## src/rtl/buffer_pkg.sv

```systemverilog
// Definitions shared by the CDC FIFO buffer and its write-side loader:
// loader state encoding and the default buffer geometry.
package buffer_pkg;

   localparam int unsigned DEF_BIT_WIDTH = 16;
   localparam int unsigned DEF_ADDR_LEN  = 3;

   typedef enum logic [1:0] {
      IDLE = 2'b00,
      FILL = 2'b01,
      DONE = 2'b10
   } state_t;

endpackage

```

## src/rtl/buffer_loader_skid.sv

```systemverilog
// One-entry holding register between the upstream valid/ready source and the
// buffer write port; accepts a new word in the same cycle the held one is loaded.
module buffer_loader_skid #(
   parameter int unsigned bit_width = 16
) (
   input  logic                 clk_w,
   input  logic                 rst,
   input  logic                 i_en,
   input  logic                 i_flush,
   input  logic                 i_valid,
   input  logic [bit_width-1:0] i_data,
   input  logic                 i_load,
   output logic                 o_ready,
   output logic                 o_hold_v,
   output logic [bit_width-1:0] o_data
);

   logic                 r_hold_v;
   logic [bit_width-1:0] r_data;
   logic                 w_accept;

   assign o_ready  = i_en & (~r_hold_v | i_load);
   assign w_accept = i_valid & o_ready;
   assign o_hold_v = r_hold_v;
   assign o_data   = r_data;

   always_ff @(posedge clk_w) begin
      if (rst) begin
         r_hold_v <= 1'b0;
         r_data   <= '0;
      end else if (i_flush) begin
         // Data is left as-is; only the valid flag matters once dropped.
         r_hold_v <= 1'b0;
      end else if (w_accept) begin
         r_hold_v <= 1'b1;
         r_data   <= i_data;
      end else if (i_load) begin
         r_hold_v <= 1'b0;
      end
   end

endmodule

```

## src/rtl/buffer_loader.sv

```systemverilog
// Write-side burst master for the CDC FIFO buffer (clk_w domain).
// Optional stall counter output enabled by BUFFER_LOADER_STALL_CNT_EN.
module buffer_loader
   import buffer_pkg::*;
#(
   parameter int unsigned bit_width = DEF_BIT_WIDTH,
   parameter int unsigned len_w     = 8
) (
   input  logic                 clk_w,
   input  logic                 rst,
   input  logic                 start,
   input  logic [len_w-1:0]     burst_len,
   input  logic                 abort,
   input  logic                 in_valid,
   output logic                 in_ready,
   input  logic [bit_width-1:0] in_data,
   input  logic                 full,
   output logic                 load,
   output logic [bit_width-1:0] data_out,
   output logic                 busy,
   output logic                 done,
   output logic                 aborted,
`ifdef BUFFER_LOADER_STALL_CNT_EN
   output logic [15:0]          stall_cnt,
`endif
   output logic [len_w-1:0]     words_left
);

   state_t           r_state;
   state_t           w_state_d;
   logic [len_w-1:0] r_acc_left;
   logic [len_w-1:0] r_words_left;
   logic             r_done;
   logic             r_aborted;
   logic             w_hold_v;
   logic             w_en;
   logic             w_accept;
   logic             w_start_ok;
   logic             w_last;

   // acc_left counts words still to pull from upstream; words_left those still to load.
   assign w_en     = (r_state == FILL) && (r_acc_left != '0);
   assign load     = w_hold_v & ~full;
   assign w_accept = in_valid & in_ready;

   buffer_loader_skid #(
      .bit_width(bit_width)
   ) u_skid (
      .clk_w   (clk_w),
      .rst     (rst),
      .i_en    (w_en),
      .i_flush (abort),
      .i_valid (in_valid),
      .i_data  (in_data),
      .i_load  (load),
      .o_ready (in_ready),
      .o_hold_v(w_hold_v),
      .o_data  (data_out)
   );

   always_ff @(posedge clk_w) begin
      if (rst) r_state <= IDLE;
      else     r_state <= w_state_d;
   end

   always_comb begin
      w_state_d  = r_state;
      w_start_ok = 1'b0;
      w_last     = 1'b0;
      if (abort) begin
         w_state_d = IDLE;
      end else begin
         unique case (r_state)
            IDLE: begin
               if (start) begin
                  w_start_ok = 1'b1;
                  if (burst_len != '0) w_state_d = FILL;
               end
            end
            FILL: begin
               if (load && (r_words_left == len_w'(1))) begin
                  w_last    = 1'b1;
                  w_state_d = DONE;
               end
            end
            DONE:    w_state_d = IDLE;
            default: w_state_d = IDLE;
         endcase
      end
   end

   always_ff @(posedge clk_w) begin
      if (rst) begin
         r_acc_left   <= '0;
         r_words_left <= '0;
         r_done       <= 1'b0;
         r_aborted    <= 1'b0;
      end else if (abort) begin
         r_acc_left   <= '0;
         r_words_left <= '0;
         r_done       <= 1'b0;
         r_aborted    <= 1'b1;
      end else begin
         r_aborted <= 1'b0;
         r_done    <= w_last | (w_start_ok & (burst_len == '0));
         if (w_start_ok) begin
            r_acc_left   <= burst_len;
            r_words_left <= burst_len;
         end else begin
            if (w_accept) r_acc_left   <= r_acc_left - len_w'(1);
            if (load)     r_words_left <= r_words_left - len_w'(1);
         end
      end
   end

   assign busy       = (r_state == FILL);
   assign done       = r_done;
   assign aborted    = r_aborted;
   assign words_left = r_words_left;

`ifdef BUFFER_LOADER_STALL_CNT_EN
   logic [15:0] r_stall_cnt;

   always_ff @(posedge clk_w) begin
      if (rst || w_start_ok) begin
         r_stall_cnt <= '0;
      end else if (busy && w_hold_v && full && (r_stall_cnt != 16'hFFFF)) begin
         r_stall_cnt <= r_stall_cnt + 16'd1;
      end
   end

   assign stall_cnt = r_stall_cnt;
`endif

endmodule

```

## config.mk

```make
export PLATFORM = sky130hd
export DESIGN_NAME = buffer_loader
export DESIGN_NICKNAME = d
export VERILOG_FILES = /design/src/rtl/buffer_pkg.sv /design/src/rtl/buffer_loader_skid.sv /design/src/rtl/buffer_loader.sv
export SDC_FILE = /design/constraint.sdc
export NUM_CORES = 1
export LEC_CHECK = 0
export CAP_MARGIN = 20
export CORE_UTILIZATION = 46
export DETAILED_ROUTE_END_ITERATION = 7
export GPL_ROUTABILITY_DRIVEN = 0
export PLACE_DENSITY = 0.79
export SLEW_MARGIN = 20
export SYNTH_ARGS = -nofsm -noshare
export SYNTH_HDL_FRONTEND = slang
export SYNTH_SLANG_ARGS = --single-unit
```

## constraint.sdc

```tcl
create_clock -name clk_w -period 2.55 [get_ports clk_w]
set_input_delay 0.51 -clock clk_w [delete_from_list [all_inputs] [get_ports clk_w]]
set_output_delay 0.51 -clock clk_w [all_outputs]
set_load 0.01 [all_outputs]
```

======== Word-level counts from Yosys, hierarchy flattened ========
Index checks and enable logic that the tools add are counted.
storage, ports and cells
  logic and storage cells ................. 52
  register bits after elaboration ......... 37
operators by class
  bitwise gates (word level) .............. 9
  $add $sub $neg .......................... 2
  mux-type cells .......................... 17
  reductions and logical operators ........ 12
  equal/unequal tests ..................... 5
operators with widths
  cell                                                    count
  two-way mux 8 bit                                       4
  nonzero test 8 bit                                      2
  subtractor 8 x 1 -> 8 bit (second input constant)       2
  two-way mux 1 bit                                       9
  == test 8 x 1 -> 1 bit (second input constant)          1
  logical NOT 8 bit                                       1
  two-way mux 2 bit                                       3
  nonzero test 2 bit                                      3
  bitwise AND 1 bit                                       4
  inequality test 2 bit (second input constant)           2
  one-hot mux 2 bit (2 select lines)                      1
  NOT 1 bit                                               3
  AND reduction 3 bit                                     1
  == test 2 x 1 -> 1 bit (second input constant)          1
  logical AND 1 bit                                       2
  logical NOT 2 bit                                       1
  inequality test 2 x 1 -> 1 bit (second input constant)  1
  bitwise OR 1 bit                                        2
  AND reduction 2 bit                                     1
  OR reduction 2 bit                                      1

======== Longest topological paths before layout ========
Gate-level depths: netlist of the first run.
  word-level depth ........................ 7
  depth in mapped cells ................... 8
  depth with buffers taken out ............ 6

======== Modules after synthesis ========
Synthesis of the first run repeated with hierarchy kept, for this count alone.
unflattened totals
  cell total of the unflattened synthesis .. 195
  area total of the unflattened synthesis .. 1,838.0 um^2
modules (own cells, without submodules)
  module              seq. area each (um^2)  area an instance (um^2)  instances  cells each
  buffer_loader       400.4                  1,049.8                  1          120
  buffer_loader_skid  340.3                  788.3                    1          75

======== Worst setup path before layout of the first run ========
Ideal clock, no wire load.
  kind .................................... flip-flop to output port
  start ................................... register r_acc_left[2]
  end ..................................... output in_ready
  data required time ...................... 2.040 ns
  buffers on the path ..................... 3
  data arrival time ....................... 1.762 ns
  setup slack ............................. 0.278 ns
  stages on the path, launching flop included .. 7
  cells stage by stage .................... dfxtp_1 -> or3_1 -> buf_2 -> or4b_1 -> buf_2 -> buf_2 -> and3_1
between the ends
  word-level cells in the longest chain between the ends .. 3
RTL lines
  element                   line                      source
  start: declaration        buffer_loader.sv:31       logic [len_w-1:0] r_acc_left;
  start signal: assignment  buffer_loader.sv:107      r_acc_left <= burst_len;
  start signal: assignment  buffer_loader.sv:110      if (w_accept) r_acc_left <= r_acc_left - len_w'(1);
  nonzero test 8 bit        buffer_loader.sv:42       assign w_en = (r_state == FILL) && (r_acc_left != '0);
  logical AND 1 bit         buffer_loader.sv:42
  bitwise AND 1 bit         buffer_loader_skid.sv:22  assign o_ready = i_en & (~r_hold_v | i_load);
  end: declaration          buffer_loader.sv:15       output logic in_ready,
Every way passes these cells.

======== Final worst setup path of the first run ========
Same ends and word-level chain as after synthesis.

==> flow_summary.yaml, run 1 <==
grt:
  grt_overflow: 0
  grt_max_degree: 25
  grt_usage_pct: 25.66
  antenna_found_initial: 0
  grt_pass1_vias: 1895
  grt_pass1_wl_um: 8597
floorplanning:
  die_h_um: 66.60
  io_pins: 59
  start_util_pct: 47.98
  die_area_um2: 4435
  num_rows: 23
  core_area_um2: 4000
  dieWidth_um: 66.60
layout:
  syn2layout_area_growth_pct: 40.68
  fin_area_um2: 2700
  layout-drive-gt1-share_pct: 11.27
  num_antenna_cells: 0
  finish.net_count: 317
yosys:
  yosysWarnings: 0
  ys_types: 42
  ys_async_sr_fraction_pct: 0
  syn_avg_cell_area_um2: 8.607
  postSynthCellCount: 223
  seq_area_frac_synth_pct: 38.59
  ys_ff_latch: 37
  synthFlopType: "dfxtp_1"
  synth_top_cell_by_area: "dfxtp_1"
  synthTopCellsByArea: "dfxtp_1 39%, nand4b_1 7.8%, a21oi_1 6.8%"
  synth_fp_nets: 257
  synth_edf_count: 0
  netlist_area_um2: 1919
  yosys.area.top_type_share_pct: 38.59
worst_setup_path:
  required_ns: 2.04
  path_delay_family: "simple AND/OR/NAND/NOR gates"
  crit_slowest_cell: "or4b_4"
  arrival_ns: 1.97
  path_class: "reg2out"
  endpoint_kind: "primary output"
  crit_path_max_incr_delay_ns: 0.50
  cp_cell_sequence: "or3_1 -> or4b_4 -> and3_1 -> dlygate4sd2_1"
  crit_fanout: 5
  cp_num_buf_inv: 1
  start_kind: "flop"
run:
  drv_cap: 0
timing:
  fin_setup_tns_ns: 0
  setup_viol: 0
  slew_headroom_pct: 53.38
  finalCritPeriodShare_pct: 97.10
  rsz0062_at_grt: "no"
  worst_slack_ns: 0.07391
  clock_skew_ns: 0.004212
  final-hold-violation-count: 0
  fmax_mhz: 403.9
  worst-slew-pin-transition_ns: 0.6968
  finalMaxSlewViolations: 0
  holdWs_ns: 0.4691
  period_needed_ns: 2.476
power:
  peakVddDrop_uv: 334.3
  power_mw: 1.217
  powerDensity_nw_per_um2: 450.8
  p_leak_nw: 0.9360
clocking:
  cts_max_path_buffers: 2
  postCtsHoldBufs: 0
  cts_made_buffers: 5
  root_buffer: "clkbuf_8"
  clock_latency_ns: 0.29
  cts.repair.resized: 1
  cts_tree: "done"
  htree_levels: 2
  clkSlewWorstSetupHoldPaths_ns: 0.07
  cts.sinks: 37
  cts_setup_buffers: 0
drt:
  first_pass_iters: 4
  wl_per_cell_um: 15.54
  vias_per_cell: 5.931
  ant_nets: 0
  drtIter0Drc: 136
  remaining_drc_errors: 0
  route.final.wire_length_um: 5191
  vias: 1981
run_status:
  run_status: "finished clean"
placement:
  dpl.hpwl_um: 3632
  io_buffers: 58
  post-place-ws_ns: 0.1740
  place_area_um2: 2615
worst_hold_path:
  hold_path_class: "reg2reg"
==> routing by layer <==
metal	share of wire, %	vias up	global-route usage (%)	wire, µm
li1	-	961	-	-
met1	44	930	31.28	2278
met2	46	80	41.54	2410
met3	7.1	10	6.849	368
met4	2.6	0	11.97	134
met5	0	-	0	0
==> power breakdown <==
part           switching (mW)  total, mW  internal, mW  leakage (nW)
sequential            0.00977      0.598         0.588         0.299
clock                   0.206      0.395         0.189        0.0450
combinational           0.118      0.224         0.106         0.592
==> state kept, by name (all words and copies together) (netlist names) <==
register,flops
u_skid.o_data,16
done,1
u_skid.o_hold_v,1
words_left,8
r_acc_left,8
r_state,2
aborted,1
==> final timing paths <==
kind | start | endpoint | slack, ns | depth (start not counted)
worst min register to register | u_skid.o_data[3] | u_skid.o_data[3] | 0.47 | 2
worst max-delay path | r_acc_left[2] | in_ready | 0.07 | 4
worst max register to register | r_acc_left[2] | r_acc_left[0] | 0.40 | 6
worst min-delay path | u_skid.o_data[3] | u_skid.o_data[3] | 0.47 | 2
==> metrics by stage <==
| step | cells | utilization (%) |
|---|---|---|
| 2_1_floorplan | 223 | - |
| 3_5_place_dp | 326 | 65.37 |
| 5_1_grt | 334 | 67.50 |
| 3_3_place_gp | 326 | 65.37 |
| 6_report | 334 | 67.50 |
| 4_1_cts | 334 | 67.41 |
==> cells in the final DEF (no fill, tap or decap), types with 5 or more instances in the layout <==
cell,Yosys,final
clkbuf_8,0,5
clkdlybuf4s50_1,0,57
o21ai_0,6,6
a21oi_1,26,26
dfxtp_1,37,37
a31oi_1,5,5
nand2_1,16,16
xor2_1,5,5
buf_4,0,18
nand4b_1,17,17
o211ai_1,5,5
nor2_1,6,6
nand3_1,9,9
o31ai_1,17,17
==> area by class of cell <==
cell class                      count  area [µm²]
Fill cell                         372        1300
Inverter                            4       15.01
Sequential cell                    37       740.7
Clock buffer                        6       72.57
Timing Repair Buffer               76       714.4
Tap cell                           50       62.56
Multi-Input combinational cell    159        1085
Clock inverter                      2       10.01
==> logic make-up (layout without fill, tap and decap cells) <==
| kind of cell | count (synthesis) | after routing | synth area share (%) |
|---|---|---|---|
| AOI/OAI and AO/OA | 71 | 71 | 24.25 |
| xor gates and xnor gates | 6 | 6 | 2.738 |
| adders and majority gates | 4 | 4 | 2.608 |
| buffers and inverters | 27 | 88 | 5.541 |
| DFF | 37 | 37 | 38.59 |
| and+or+nand+nor | 78 | 78 | 26.27 |
==> cells in the mapped netlist, types with 2 or more instances <==
library cell,n
nor3_1,2
nor2b_1,4
nor4_1,4
inv_1,4
nand3b_1,2
buf_2,4
or4_1,2
nor2_1,6
xor2_1,5
or3_1,3
nand2_1,16
o211ai_1,5
o31ai_1,17
or4b_2,2
nor4b_2,2
and3_1,2
a21oi_1,26
buf_1,3
nand3_1,9
o311ai_0,2
o21ai_0,6
nand4b_1,17
a31oi_1,5
clkbuf_1,16
o2111ai_1,2
nand2b_1,2
dfxtp_1,37
ha_1,4
==> tightest hold or removal path, cell delays in order, from the launching register on <==
cell	delay [ns]
dfxtp_1	0.31
o31ai_1	0.06
a21oi_1	0.06
(Power assumes the default switching activity.)
==> run 2: changes to the inputs <==
--- a/config.mk
+++ b/config.mk
@@ -11,2 +11,3 @@
 export GPL_ROUTABILITY_DRIVEN = 0
+export MAX_ROUTING_LAYER = met4
 export PLACE_DENSITY = 0.79
==> constraint.sdc (replaced) <==
create_clock -name clk_w -period 2.55 [get_ports clk_w]
set_input_delay 0.765 -clock clk_w [delete_from_list [all_inputs] [get_ports clk_w]]
set_output_delay 0.765 -clock clk_w [all_outputs]
set_load 0.01 [all_outputs]
==> run 2 against run 1 <==
The flow now finishes with violations (setup timing). Clock power about the same. Critical path depth unchanged. Global-route usage up 0.43 points. First-iteration DRC count down 18%. Register-to-register slack better by 0.15 ns. Hold slack better by 0.00069 ns. Highest routed layer unchanged. Sequential power about the same. Wire length about the same.
==> flow_summary.yaml, run 2 (synthesis results as in run 1) <==
drt:
  dr_wl_met3_um: 347
  remaining_drc_errors: 0
  wl_per_cell_um: 15.05
  vias_per_cell: 5.791
  drtIter0Drc: 112
  ant_nets: 0
  wl_met1_um: 2205
  vias: 1998
  route.final.wire_length_um: 5193
  wl_met2_um: 2498
  top_layer: "met4"
  first_pass_iters: 6
layout:
  largest_register_ffs: 16
  seq_area_um2: 743.2
  final_cell_mix: "56 x clkdlybuf4s50_1, 35 x dfxtp_1, 29 x buf_4, 26 x a21oi_1"
  syn2layout_area_growth_pct: 45.83
  num_antenna_cells: 0
  layout-drive-gt1-share_pct: 16.61
  finish.net_count: 328
  utilization_pct: 69.97
  final_common_cell: "clkdlybuf4s50_1"
  fin_area_um2: 2799
  multi_input_area_um2: 1097
  fill_cells: 351
power:
  peakVddDrop_uv: 340.8
  p_leak_nw: 0.9897
  powerDensity_nw_per_um2: 438.3
  power_mw: 1.227
grt:
  grt_pass1_vias: 1903
  grt_max_degree: 25
  antenna_found_initial: 0
  grt_pass1_wl_um: 8480
  grt_usage_pct: 26.09
  grt_overflow: 0
clocking:
  cts_made_buffers: 5
  cts.sinks: 37
  clkSlewWorstSetupHoldPaths_ns: 0.07
  root_buffer: "clkbuf_8"
  cts_max_path_buffers: 2
  cts_tree: "done"
  htree_levels: 2
  cts_setup_buffers: 0
  clock_latency_ns: 0.29
worst_setup_path:
  reg2reg_from: "r_acc_left[3]"
  r2r.worst_path.cells: 5
  arrival_ns: 1.84
  crit_fanout: 2
  path_class: "reg2out"
  r2r-end: "r_acc_left[1]"
  start_kind: "flop"
  endpoint_kind: "primary output"
  r2r_slack_ns: 0.55
  required_ns: 1.79
run_status:
  violations: "setup timing"
  run_status: "finished with violations"
timing:
  finalCritPeriodShare_pct: 102.0
  setup_viol: 1
  worst_slack_ns: -0.05126
  period_needed_ns: 2.601
  slew_headroom_pct: 71.36
  fmax_mhz: 384.4
  holdWs_ns: 0.4698
  clock_skew_ns: 0.003991
  finalMaxSlewViolations: 0
  final-hold-violation-count: 0
  rsz0062_at_grt: "yes"
  worst-slew-pin-transition_ns: 0.4257
floorplanning:
  start_util_pct: 47.98
  dieWidth_um: 66.60
  io_pins: 59
  die_h_um: 66.60
  num_rows: 23
  die_area_um2: 4435
  core_area_um2: 4000
worst_hold_path:
  min_path_cells: 2
  hold_path_class: "reg2reg"
  min-delay-start: "u_skid.o_data[14]"
  min_delay_worst_endpoint: "u_skid.o_data[14]"
placement:
  dpl.hpwl_um: 3752
  place_area_um2: 2698
  io_buffers: 58
  post-place-ws_ns: -0.2209
run:
  drv_cap: 0
==> run 2: per-stage QoR <==
stage | instances | setup TNS, ns
2_1_floorplan | 223 | 0
3_3_place_gp | 337 | -0.3502
3_5_place_dp | 337 | -0.3803
4_1_cts | 345 | -0.1196
5_1_grt | 345 | -0.09287
6_report | 345 | -0.05126
==> run 2: how the worst max path moves through the flow <==
stage	slack, ns	endpoint	cells after the start	from
final	-0.05	in_ready	4	r_acc_left[3]
after detailed placement	-0.22	in_ready	4	full
after global placement	-0.21	in_ready	4	full
after global routing	-0.09	in_ready	4	r_acc_left[3]
after floorplan	0.02	in_ready	6	r_acc_left[2]
after CTS	-0.12	in_ready	4	r_acc_left[2]
==> run 2: repair_timing <==
item | CTS | global route
hold buffers | 0 | 0
pin swaps | 0 | 2
resized for setup | 8 | 4
endpoints found under the setup margin | 2 | 1
gates cloned | 0 | 0
==> run 2: worst max-delay path: stages, from the launching register on <==
cell     delay [ns]
dfxtp_2        0.32
or3_4          0.39
or4b_4         0.53
and3_4         0.19
buf_6          0.11
==> run 2: layout make-up <==
class | count | area share (%)
Clock buffer | 6 | 2.593
Multi-Input combinational cell | 159 | 39.20
Inverter | 4 | 0.5364
Timing Repair Buffer | 87 | 28.52
Clock inverter | 2 | 0.3576
Tap cell | 50 | 2.235
Sequential cell | 37 | 26.55
==> run 2: metal layers <==
layer	up-vias	global-route usage [%]
met5	-	-
met4	0	12.50
met3	15	5.822
met2	74	42.17
met1	925	30.48
li1	984	-
==> run 2: power by group <==
group | switching [mW] | internal, mW
Sequential | 0.00787 | 0.588
Clock | 0.207 | 0.189
Combinational | 0.120 | 0.115
==> run 3: changes to the inputs <==
- CORE_UTILIZATION: 46 -> 55
- DONT_BUFFER_PORTS: not set -> 1
- PLACE_DENSITY: 0.79 -> 0.7
- SYNTH_HIERARCHICAL: not set -> 1
==> run 3 against run 2 <==
The flow now finishes without violations. Fmax up 13%. Final area down 31%. Wire length down 23%. Clock-buffer cell count up 1. Sequential share of layout area up 12 points. Critical path depth unchanged. Global-route usage down 1.1 points. Core utilization down 7.7 points. Critical path type unchanged. Largest power group unchanged. Highest routed layer unchanged.
==> flow_summary.yaml, run 3 <==
run_status:
  run_status: "finished clean"
clocking:
  htree_levels: 2
  root_buffer: "clkbuf_4"
  cts_tree: "done"
  cts_setup_buffers: 0
  cts_max_path_buffers: 2
  clock_latency_ns: 0.33
  cts_made_buffers: 5
  cts.repair.resized: 0
  postCtsHoldBufs: 0
  cts.sinks: 37
  clkSlewWorstSetupHoldPaths_ns: 0.11
drt:
  route.final.wire_length_um: 3990
  vias: 1435
  remaining_drc_errors: 0
  wl_per_cell_um: 16.42
  vias_per_cell: 5.905
  drtIter0Drc: 132
  ant_nets: 0
  first_pass_iters: 4
worst_hold_path:
  hold_path_class: "in2reg"
  min_delay_worst_endpoint: "u_skid/o_hold_v"
  min_path_cells: 1
  min-delay-start: "abort"
timing:
  rsz0062_at_grt: "no"
  slew_headroom_pct: 59.37
  setup_viol: 0
  finalMaxSlewViolations: 0
  fmax_mhz: 433.7
  worst-slew-pin-transition_ns: 0.6038
  finalCritPeriodShare_pct: 90.41
  fin_setup_tns_ns: 0
  clock_skew_ns: 0.008940
  final-hold-violation-count: 0
  period_needed_ns: 2.305
worst_setup_path:
  reg2reg_from: "r_acc_left[0]"
  start_kind: "flop"
  startpoint: "r_acc_left[0]"
  arrival_ns: 1.54
  r2r.worst_path.cells: 7
  crit_fanout: 7
  required_ns: 1.79
  r2r-end: "r_acc_left[7]"
  endpoint_kind: "primary output"
  path_class: "reg2out"
  r2r_slack_ns: 0.40
yosys:
  syn_avg_cell_area_um2: 9.426
  ys_async_sr_fraction_pct: 0
  yosys.area.top_type_share_pct: 40.30
  yosysWarnings: 6
  synth_common_cells: "37 x dfxtp_1, 34 x nand2b_1, 16 x mux2i_1"
  ys_ff_latch: 37
  netlist_area_um2: 1838
  synth_top_cell_by_area: "dfxtp_1"
  synth_fp_nets: 229
  synthFlopType: "dfxtp_1"
  seq_area_frac_synth_pct: 40.30
  synth.most_common_cell: "dfxtp_1"
  ys_types: 44
  synth_edf_count: 0
  synthTopCellsByArea: "dfxtp_1 40%, nand2b_1 12%, mux2i_1 8.7%"
  postSynthCellCount: 195
layout:
  num_antenna_cells: 0
  final_cell_mix: "37 x dfxtp_1, 34 x nand2b_1, 16 x mux2i_1, 11 x a31oi_1, 11 x o21ai_0"
  layout-drive-gt1-share_pct: 9.548
  fill_cells: 292
  seq_area_um2: 740.7
  multi_input_area_um2: 1025
  finish.net_count: 233
  largest_register_ffs: 16
  fin_area_um2: 1932
  syn2layout_area_growth_pct: 5.105
  final_common_cell: "dfxtp_1"
grt:
  grt_max_degree: 38
  antenna_found_initial: 0
  grt_pass1_wl_um: 6396
  grt_pass1_vias: 1377
  grt_usage_pct: 25.04
  grt_overflow: 0
placement:
  io_buffers: 0
  place_area_um2: 1871
  dpl.hpwl_um: 3043
floorplanning:
  io_pins: 59
  die_area_um2: 3577
  num_rows: 20
  die_h_um: 59.81
  core_area_um2: 3103
  dieWidth_um: 59.81
  start_util_pct: 59.23
power:
  p_sw_mw: 0.2464
  p_leak_nw: 0.6309
  powerDensity_nw_per_um2: 524.6
  p_seq_share_pct: 60.2
  peakVddDrop_uv: 236.7
  clock_power_share_pct: 30.6
  sw_frac_of_total_pct: 24.31
  power_frac_comb_pct: 9.2
  p_int_mw: 0.7671
run:
  drv_cap: 0
run 3: logic make-up after synthesis:
group / count (synthesis) / synth area share (%)
buffers and inverters: 14 / 4.289
and+or+nand+nor: 82 / 28.93
AOI/OAI and AO/OA: 39 / 13.62
xor gates and xnor gates: 3 / 1.430
muxes: 16 / 8.713
DFF: 37 / 40.30
adders and majority gates: 4 / 2.723
run 3: final cells by class:
cell class	count	share of cell area, %
sequential	37	38.34
inverter	7	1.360
tap	44	2.850
clock buffer	7	2.850
multi-input combinational	144	53.04
timing repair buffer	4	1.554
run 3: how the worst max path moves through the flow:
| stage | endpoint | slack [ns] | cells after the start |
|---|---|---|---|
| CTS | in_ready | 0.23 | 3 |
| detailed placement | r_acc_left[7] | 0.15 | 7 |
| finish | in_ready | 0.24 | 4 |
| global route | in_ready | 0.13 | 4 |
| global placement | r_acc_left[7] | 0.22 | 7 |
| floorplan | r_acc_left[7] | 0.14 | 7 |
run 3: through the flow:
stage | cells | total power [mW] | setup WS (ns) | hold WS, ns | util, %
global route | 243 | 1.067 | 0.1348 | 0.4584 | 62.26
CTS | 243 | 1.021 | 0.2339 | 0.4786 | 62.06
detailed placement | 236 | 0.7151 | 0.1463 | 0.4997 | 60.28
finish | 243 | 1.013 | 0.2445 | 0.4902 | 62.26
global placement | 236 | 0.7106 | 0.2196 | 0.4989 | 60.28
floorplan | 195 | 0.6973 | 0.1360 | 0.4658 | -
run 3: power by group through the flow:
stage	sequential, mW	combinational (mW)	clock (mW)
after floorplan	0.619	0.0785	0
after global placement	0.622	0.0881	0
after detailed placement	0.623	0.0919	0
after CTS	0.610	0.0924	0.319
after global routing	0.613	0.104	0.350
final	0.611	0.0933	0.310
run 3: worst max-delay path, stage by stage, from the launching register on:
cell	delay [ns]
dfxtp_1	0.40
inv_1	0.11
ha_1	0.21
a31oi_1	0.19
and2_2	0.29
run 3: routing by layer:
metal	track usage, %	part of all wire, %
met2	40.00	49
met1	29.55	44
met3	8.874	6.8
met4	7.309	0.73
met5	-	0
